`src/rtl/addr_pkg.sv`:
```
// rtl/addr_pkg.sv - shared types and constants for the address generator
package addr_pkg;

    typedef enum logic {
        IDLE  = 1'b0,
        BURST = 1'b1
    } state_t;

    localparam logic MODE_DIRECT  = 1'b0;
    localparam logic MODE_INDEXED = 1'b1;

    // Field width for a count of n items, never narrower than one bit
    function automatic int unsigned width_of(input int unsigned n);
        return (n <= 2) ? 1 : $clog2(n);
    endfunction

endpackage

```
`src/rtl/addr_gen_if.sv`:
```
// rtl/addr_gen_if.sv - request and memory-beat bundle for addr_gen
interface addr_gen_if #(
    parameter int AW   = 8,
    parameter int NSRC = 4,
    parameter int MAXB = 4
) ();
    import addr_pkg::*;

    localparam int SW = width_of(NSRC);
    localparam int BW = width_of(MAXB);

    // request side
    logic [NSRC*AW-1:0] src_addr;
    logic [SW-1:0]      sel;
    logic               mode;
    logic [AW-1:0]      offset;
    logic [BW-1:0]      burst_len;
    logic               req_valid;
    logic               req_ready;

    // memory side and status
    logic [AW-1:0]      mem_addr;
    logic               mem_valid;
    logic               mem_ready;
    logic               busy;
    logic               done;
    logic               wrap;

    modport master (
        output src_addr, sel, mode, offset, burst_len, req_valid, mem_ready,
        input  req_ready, mem_addr, mem_valid, busy, done, wrap
    );

    modport slave (
        input  src_addr, sel, mode, offset, burst_len, req_valid, mem_ready,
        output req_ready, mem_addr, mem_valid, busy, done, wrap
    );

endinterface

```
`src/rtl/addr_src_mux.sv`:
```
// rtl/addr_src_mux.sv - picks one packed source address, out-of-range select falls back to source 0
module addr_src_mux
    import addr_pkg::*;
#(
    parameter int NSRC = 4,
    parameter int AW   = 8
) (
    input  logic [NSRC*AW-1:0]           src_addr_i,
    input  logic [width_of(NSRC)-1:0]    sel_i,
    output logic [AW-1:0]                addr_o
);

    localparam int SW = width_of(NSRC);

    // Default to source 0 so any select beyond NSRC-1 lands there
    always_comb begin
        addr_o = src_addr_i[0 +: AW];
        for (int i = 1; i < NSRC; i++) begin
            if (sel_i == SW'(i)) begin
                addr_o = src_addr_i[i*AW +: AW];
            end
        end
    end

endmodule

```
`src/rtl/addr_gen.sv`:
```
// rtl/addr_gen.sv - burst address generator: base select/index, beat counter, wrap and done pulses
module addr_gen
    import addr_pkg::*;
#(
    parameter int AW   = 8,
    parameter int NSRC = 4,
    parameter int MAXB = 4
) (
    input  logic       clk,
    input  logic       rst_n,
    addr_gen_if.slave  bus
);

    localparam int BW = width_of(MAXB);
    // burst_len can only exceed MAXB-1 when MAXB is not a power of two
    localparam bit NEED_CLAMP = (MAXB < (1 << BW));

    state_t         state_q;
    logic [AW-1:0]  mem_addr_q;
    logic [BW-1:0]  beat_q;
    logic [BW-1:0]  len_q;
    logic           done_q;
    logic           wrap_q;

    logic [AW-1:0]  src_sel;
    logic [AW-1:0]  base_d;
    logic [BW-1:0]  len_d;

    addr_src_mux #(
        .NSRC (NSRC),
        .AW   (AW)
    ) u_src_mux (
        .src_addr_i (bus.src_addr),
        .sel_i      (bus.sel),
        .addr_o     (src_sel)
    );

    // Base address: selected source, plus offset in indexed mode (carry dropped)
    always_comb begin
        base_d = src_sel;
        case (bus.mode)
            MODE_DIRECT:  base_d = src_sel;
            MODE_INDEXED: base_d = src_sel + bus.offset;
            default:      base_d = src_sel;
        endcase
    end

    generate
        if (NEED_CLAMP) begin : g_clamp
            // Over-long bursts are cut to the longest legal burst
            always_comb begin
                len_d = bus.burst_len;
                if (bus.burst_len > BW'(MAXB - 1)) begin
                    len_d = BW'(MAXB - 1);
                end
            end
        end else begin : g_noclamp
            assign len_d = bus.burst_len;
        end
    endgenerate

    // Burst FSM: captures the request, steps the address per accepted beat, pulses done/wrap
    always_ff @(posedge clk or negedge rst_n) begin
        if (!rst_n) begin
            state_q    <= IDLE;
            mem_addr_q <= '0;
            beat_q     <= '0;
            len_q      <= '0;
            done_q     <= 1'b0;
            wrap_q     <= 1'b0;
        end else begin
            done_q <= 1'b0;
            wrap_q <= 1'b0;
            if (state_q == IDLE) begin
                if (bus.req_valid) begin
                    state_q    <= BURST;
                    mem_addr_q <= base_d;
                    beat_q     <= '0;
                    len_q      <= len_d;
                end
            end else if (bus.mem_ready) begin
                if (beat_q == len_q) begin
                    state_q <= IDLE;
                    done_q  <= 1'b1;
                end else begin
                    mem_addr_q <= mem_addr_q + AW'(1);
                    beat_q     <= beat_q + BW'(1);
                    wrap_q     <= &mem_addr_q;
                end
            end
        end
    end

    assign bus.req_ready = (state_q == IDLE);
    assign bus.mem_valid = (state_q == BURST);
    assign bus.busy      = (state_q == BURST);
    assign bus.mem_addr  = mem_addr_q;
    assign bus.done      = done_q;
    assign bus.wrap      = wrap_q;

endmodule
```
`src/flat_wrapper.sv`:
```
// flat-port wrapper written by rule: the top's interface ports become plain ports
module addr_gen_flat import addr_pkg::*;
#(
    parameter int AW   = 8,
    parameter int NSRC = 4,
    parameter int MAXB = 4
)
  (clk, rst_n, bus_src_addr, bus_sel, bus_mode, bus_offset, bus_burst_len, bus_req_valid, bus_mem_ready, bus_req_ready, bus_mem_addr, bus_mem_valid, bus_busy, bus_done, bus_wrap);
  addr_gen_if #(.AW(AW), .NSRC(NSRC), .MAXB(MAXB)) bus_i ();
  input  logic clk;
  input  logic rst_n;
  input wire logic [$bits(bus_i.src_addr)-1:0] bus_src_addr;
  input wire logic [$bits(bus_i.sel)-1:0] bus_sel;
  input wire logic [$bits(bus_i.mode)-1:0] bus_mode;
  input wire logic [$bits(bus_i.offset)-1:0] bus_offset;
  input wire logic [$bits(bus_i.burst_len)-1:0] bus_burst_len;
  input wire logic [$bits(bus_i.req_valid)-1:0] bus_req_valid;
  input wire logic [$bits(bus_i.mem_ready)-1:0] bus_mem_ready;
  output wire logic [$bits(bus_i.req_ready)-1:0] bus_req_ready;
  output wire logic [$bits(bus_i.mem_addr)-1:0] bus_mem_addr;
  output wire logic [$bits(bus_i.mem_valid)-1:0] bus_mem_valid;
  output wire logic [$bits(bus_i.busy)-1:0] bus_busy;
  output wire logic [$bits(bus_i.done)-1:0] bus_done;
  output wire logic [$bits(bus_i.wrap)-1:0] bus_wrap;
  assign bus_i.src_addr = bus_src_addr;
  assign bus_i.sel = bus_sel;
  assign bus_i.mode = bus_mode;
  assign bus_i.offset = bus_offset;
  assign bus_i.burst_len = bus_burst_len;
  assign bus_i.req_valid = bus_req_valid;
  assign bus_i.mem_ready = bus_mem_ready;
  assign bus_req_ready = bus_i.req_ready;
  assign bus_mem_addr = bus_i.mem_addr;
  assign bus_mem_valid = bus_i.mem_valid;
  assign bus_busy = bus_i.busy;
  assign bus_done = bus_i.done;
  assign bus_wrap = bus_i.wrap;
  addr_gen #(.AW(AW), .NSRC(NSRC), .MAXB(MAXB)) u_core (.clk(clk), .rst_n(rst_n), .bus(bus_i));
endmodule
```
`config.mk`:
```
export PLATFORM = sky130hd
export DESIGN_NAME = addr_gen_flat
export DESIGN_NICKNAME = d
export VERILOG_FILES = /design/src/rtl/addr_pkg.sv /design/src/rtl/addr_gen_if.sv /design/src/rtl/addr_src_mux.sv /design/src/rtl/addr_gen.sv /design/src/flat_wrapper.sv
export SDC_FILE = /design/constraint.sdc
export NUM_CORES = 1
export LEC_CHECK = 0
export ABC_AREA = 1
export ABC_CLOCK_PERIOD_IN_PS = 3100
export BUFFER_PORTS_ARGS = -buffer_cell sky130_fd_sc_hd__buf_2
export CAP_MARGIN = 20
export CORE_ASPECT_RATIO = 1.2
export CORE_UTILIZATION = 35
export CTS_CLUSTER_DIAMETER = 120
export DETAILED_ROUTE_END_ITERATION = 10
export PLACE_DENSITY_LB_ADDON = 0.2
export SETUP_SLACK_MARGIN = 0.3
export SLEW_MARGIN = 5
export SYNTH_ARGS = -nofsm -noshare
export SYNTH_HDL_FRONTEND = slang
export SYNTH_SLANG_ARGS = --single-unit
```
`constraint.sdc`:
```
create_clock -name clk -period 3.1 [get_ports clk]
set_clock_uncertainty 0.2 [all_clocks]
set_input_delay 0.155 -clock clk [delete_from_list [all_inputs] [get_ports clk]]
set_output_delay 0.155 -clock clk [all_outputs]
set_load 0.1 [all_outputs]
```
Word level (Yosys, flattened, before mapping):

Index checks and enable logic that the tools add are counted.

* bits in registers: 15
* word-level logic and storage cells: 43

* $add $sub $neg: 3
* equal/unequal tests: 6
* muxes and demuxes: 22
* bitwise gates (word level): 2
* reduce and logical (&&, ||, !) cells: 4

Operators by type and width (number)
* $mux W8: 7
* $pmux W8 S2: 1
* $mux W1: 10
* $add A8 B1 Y8 const B: 1
* $add A8 B8 Y8: 1
* $mux W2: 4
* $reduce_and A8 Y1: 1
* $eq A2 B2 Y1 const B: 2
* $ne A2 B2 Y1 const B: 2
* $reduce_and A3 Y1: 1
* $add A2 B1 Y2 const B: 1
* $eq A2 B1 Y1 const B: 1
* $eq A2 B2 Y1: 1
* $not A1 Y1: 2
* $reduce_and A2 Y1: 1
* $reduce_bool A2 Y1: 1

Depth between registers and ports, before layout:

* depth after elaboration: 8
* depth in mapped cells: 18
* mapped depth without buffers: 18

Cells and area by module:

A second synthesis with hierarchy kept.

* cells, all modules: 264
* area, all modules: 1619.1 um^2

By module, submodules not included
* addr_gen: instances 1, cells each 186, area an instance 1286.2 um^2, seq. area each 375.4 um^2
* addr_src_mux: instances 1, cells each 78, area an instance 332.8 um^2, seq. area each 0.0 um^2

Worst setup path after synthesis:

No wires, ideal clock.

* path kind: register to register
* from: reg u_core.mem_addr_q[0], in the netlist u_core.bus.mem_addr[0]
* to: reg u_core.mem_addr_q[6], in the netlist u_core.bus.mem_addr[6]
* arrival time: 1964 ps
* data required time: 2822 ps
* slack: 858 ps
* cell stages (with the launch flop): 8
* path buffers: 0
* clock period less this slack: 2242 ps
* cell sequence: dfrtp_1 > ha_1 > nand2_1 > nor3b_1 > nor2_1 > o21ai_0 > inv_1 > a21oi_1

* word-level cells in the longest chain between the ends: 4

Ends and longest elaborated chain
* start, declared: line addr_gen.sv:19 `logic [AW-1:0] mem_addr_q;`
* start signal, assigned: line addr_gen.sv:77 `mem_addr_q <= base_d;`
* start signal, assigned: line addr_gen.sv:86 `mem_addr_q <= mem_addr_q + AW'(1);`
* $add A8 B1 Y8: line addr_gen.sv:86
* $mux W8: line addr_gen.sv:82 `if (beat_q == len_q) begin`
* $mux W8: line addr_gen.sv:81 `end else if (bus.mem_ready) begin`
* $mux W8: line addr_gen.sv:74 `if (state_q == IDLE) begin`

No other way between the ends. The select of a mux whose other input is x is not followed.
A chain may end at the register's enable or synchronous reset.

Worst setup path after layout:

* from: in bus_sel[1]
* to: reg u_core.mem_addr_q[6], in the netlist u_core.bus.mem_addr[6]

* word-level cells in the longest chain between the ends: 8
* elaborated cells on any way between the ends: 10
* those cells by class: add/sub (1); eq/ne (3); mux (6)

Ends and longest elaborated chain
* start, declared: line flat_wrapper.sv:13 `input wire logic [$bits(bus_i.sel)-1:0] bus_sel;`
* $eq A2 B1 Y1: line addr_src_mux.sv:19 `if (sel_i == SW'(i)) begin`
* $mux W8 (2 in series): line addr_src_mux.sv:19
* $mux W8 (*): line addr_src_mux.sv:19
* $add A8 B8 Y8: line addr_gen.sv:43 `MODE_INDEXED: base_d = src_sel + bus.offset;`
* $pmux W8 S2 (*): line addr_gen.sv:41 `case (bus.mode)`
* $mux W8 (*): line addr_gen.sv:75 `if (bus.req_valid) begin`
* $mux W8 (*): line addr_gen.sv:74

Mark *: on every way between the ends. The rest lies on a longest branch, timed or not. The select of a mux whose other input is x is not followed.

==> flow_summary_export.csv <==
group,metric,value,unit
cts,numCtsBuffers,3,
timing,rsz0062_at_grt,"no",
yosys,synth_top_area_share,24.9,%
timing,fin_setup_tns,0,ns
cts,cts_max_level,1,
cts,clock-sinks,15,
yosys,synthCells,228,
timing,setup_viol,0,
cts,clkLatencyLatePin,0.24,ns
floorplan,io_pins,62,
yosys,synth-main-ff-cell,"dfrtp_1",
cts,cts_resized,0,
worst_setup_path,path_cells,"buf_2 > inv_2 > nand2_4 > clkinv_2 > nand2_1 > nand3_1 > o21ai_1 > inv_1 > ha_1 > fa_1 > nand3_1 > nand2_1 > nand2_1 > a21oi_1 > nand3b_1 > nand2_1 > a21oi_1",
floorplan,die_h,73.9,um
timing,postLayoutSetupSlackWorst,0.910,ns
timing,max_clock_freq,0.457,GHz
timing,fin_crit,2.19,ns
worst_setup_path,r2r_cells,6,
yosys,syn_avg_cell_area,6.61,um^2
power,p_sw,0.00112,W
layout,finish.instance_area,1910,um^2
placed_design,placed_area,1840,um^2
layout,layout_commonest_cell,"nand2_1",
placed_design,routabilityCongestion,0.762,
floorplan,core_area,4040,um^2
floorplan,rows,25,
worst_setup_path,critical_path_depth,17,
power,p_comb_share,70.4,%
cts,clockBufferDepth,2,
power,ir_drop,0.229,mV
worst_setup_path,crit_start,"bus_sel[1]",
routing,vias,1569,
worst_setup_path,r2r-start,"u_core.bus.busy$_DFF_PN0_",
yosys,syn_area,1510,um^2
floorplan,start_util,37.4,%
worst_setup_path,worst_path_largest_cell_delay,0.41,ns
worst_setup_path,cp_slowest_cell,"fa_1",
job,cap_violations,0,
worst_setup_path,cp_data_arrival_time,2.12,ns
worst_setup_path,reg2reg_to,"u_core.beat_q[1]$_DFFE_PN0P_",
yosys,yosys_register_bits,15,
global_routing,antenna_found_initial,0,
global_routing,grt_max_degree,16,
cts,cts_tree,"built",
layout,diodes,0,
floorplan,die_w,61.9,um
routing,drt_iter0_drc,37,
worst_setup_path,end_kind,"flip-flop",
cts,clockRootBuffer,"clkbuf_8",
global_routing,grt_overflow,0,
global_routing,grt_pass1_wl,5970,um
layout,drive_gt1_share,28.3,%
run_status,status,"completed",
power,totalPowerFinal,0.00180,W
worst_setup_path,path_delay_family,"simple AND/OR/NAND/NOR gates",
global_routing,first_global_vias,1505,
layout,layout.nets,350,
power,p_sw_share,62.1,%
power,internal_power,0.000682,W
cts,hold_buffers,3,
power,p_seq_share,21.1,%
yosys,synth-async-reset-ratio,100,%
worst_setup_path,cp_data_required_time,3.03,ns
timing,worst_pin_slew,0.490,ns
worst_setup_path,r2r_slack,1.07,ns
cts,post-cts-setup-buffers,0,
layout,most-common-layout-cells,"nand2_1 (65), buf_2 (61), inv_1 (28)",
floorplan,die_area,4580,um^2
worst_setup_path,cp_num_buf_inv,4,
worst_setup_path,worstPathMaxFanout,12,
timing,slew_viol_final,0,
timing,holdWs,0.00454,ns
timing,relSlewSlack,67.5,%
cts,clk_pin_slew,0.06,ns
worst_setup_path,crit_top_cell,"nand2_1",
timing,finalHoldViolations,0,
yosys,ys_warn_count,0,
yosys,yosys.area.top_type,"dfrtp_1",
power,p_per_area,941,nW/um^2
yosys,synth_edf_count,0,
routing,viasPerCell,4.56,
power,p_leak,1.07,nW
global_routing,grt_usage,16.8,%
routing,routed_wl,3540,um
routing,dr.pass1.iters,4,
yosys,synth.distinct_cells,36,
placed_design,post-place-ws,0.637,ns
power,clkPwrFrac,8.6,%
placed_design,io_buffers,61,
worst_setup_path,path_class,"in2reg",
yosys,yosysSeqAreaShare,24.9,%
routing,ant_nets,0,
placed_design,dp_hpwl,2940,um
routing,wl_per_cell,10.3,um
routing,drcViolationCount,0,
layout,syn2layout_area_growth,26.7,%
worst_setup_path,endpoint,"u_core.bus.mem_addr[6]$_DFFE_PN0P_",
worst_setup_path,critPathLaunchType,"input port",
yosys,yosys-top-cells-area,"dfrtp_1 (25%), nand2_1 (16%), ha_1 (7.5%)",
hold_path,worst_hold_path_type,"in2reg",
yosys,syn-num-nets,287,
timing,min_period_over_period,70.6,%
-- cell usage after synthesis, types with 2 or more instances --
library cell  count
nand2_1          65
inv_1            28
nor2_1           19
a21oi_1          17
dfrtp_1          15
nand3_1          15
o21ai_0          11
ha_1              9
o21ai_1           4
xor2_1            4
buf_2             3
o211ai_1          3
o21ai_2           3
xnor2_1           3
a21oi_2           2
a31oi_2           2
buf_6             2
nand2_2           2
nand2_4           2
nand3_2           2
nand4_1           2
-- final cells by class --
class / count / area, um^2
Fill cell: 432 / 2120
Multi-Input combinational cell: 174 / 956
Sequential cell: 15 / 375
Timing Repair Buffer: 65 / 343
Inverter: 32 / 124
Tap cell: 54 / 67.6
Clock buffer: 4 / 45.0
-- cells by family (layout without fill, tap and decap cells) --
group | Yosys count | after routing | synth area share, %
AND/OR/NAND/NOR | 112 | 112 | 32.5
AO/OA/AOI/OAI | 45 | 45 | 18.0
buffers and inverters | 39 | 101 | 11.7
adder cells (fa/ha/maj) | 10 | 10 | 8.80
flip-flops | 15 | 15 | 24.9
XOR/XNOR | 7 | 7 | 4.07
-- routing by layer --
layer	track usage, %	vias up	wire, um	part of all wire, %
met1	19.8	655	1540	43
met2	31.2	54	1780	50
li1	-	858	-	-
met5	0	-	0	0
met3	2.64	2	201	5.7
met4	2.96	0	25	0.71
-- worst min path at each step --
stage / endpoint / from / slack [ns] / cells after the start
floorplan: u_core.beat_q[0]$_DFFE_PN0P_ / rst_n / -0.34 / 0
global placement: u_core.bus.done$_DFF_PN0_ / rst_n / -0.12 / 1
detailed placement: u_core.bus.done$_DFF_PN0_ / rst_n / -0.12 / 1
CTS: u_core.bus.wrap$_DFF_PN0_ / bus_mem_ready / 0.008 / 3
global route: u_core.bus.wrap$_DFF_PN0_ / bus_mem_ready / 0.04 / 3
finish: u_core.bus.wrap$_DFF_PN0_ / bus_mem_ready / 0.005 / 3
-- sequential cells by signal, summed over array words and instances, names as in the netlist --
register,flops
u_core.bus.wrap,1
u_core.bus.mem_addr,8
u_core.bus.done,1
u_core.bus.busy,1
u_core.len_q,2
u_core.beat_q,2
-- through the flow --
stage	instances	util [%]
floorplan	228	-
global placement	337	45.5
detailed placement	337	45.5
CTS	344	47.3
global route	344	47.3
finish	344	47.3
-- tightest hold or removal path: stages --
cell and delay, ns:
buf_2 0.11, nand3_2 0.09, nor3_1 0.05
-- power groups by stage --
stage,Clock (W),Sequential [W],Combinational [W]
after floorplan,0,0.000829,0.000615
after global placement,0,0.000378,0.00126
after detailed placement,0,0.000381,0.00127
after CTS,0.000157,0.000378,0.00127
after global routing,0.000165,0.000398,0.00139
final,0.000154,0.000379,0.00126
No activity file was read; power rests on OpenSTA's default activity.
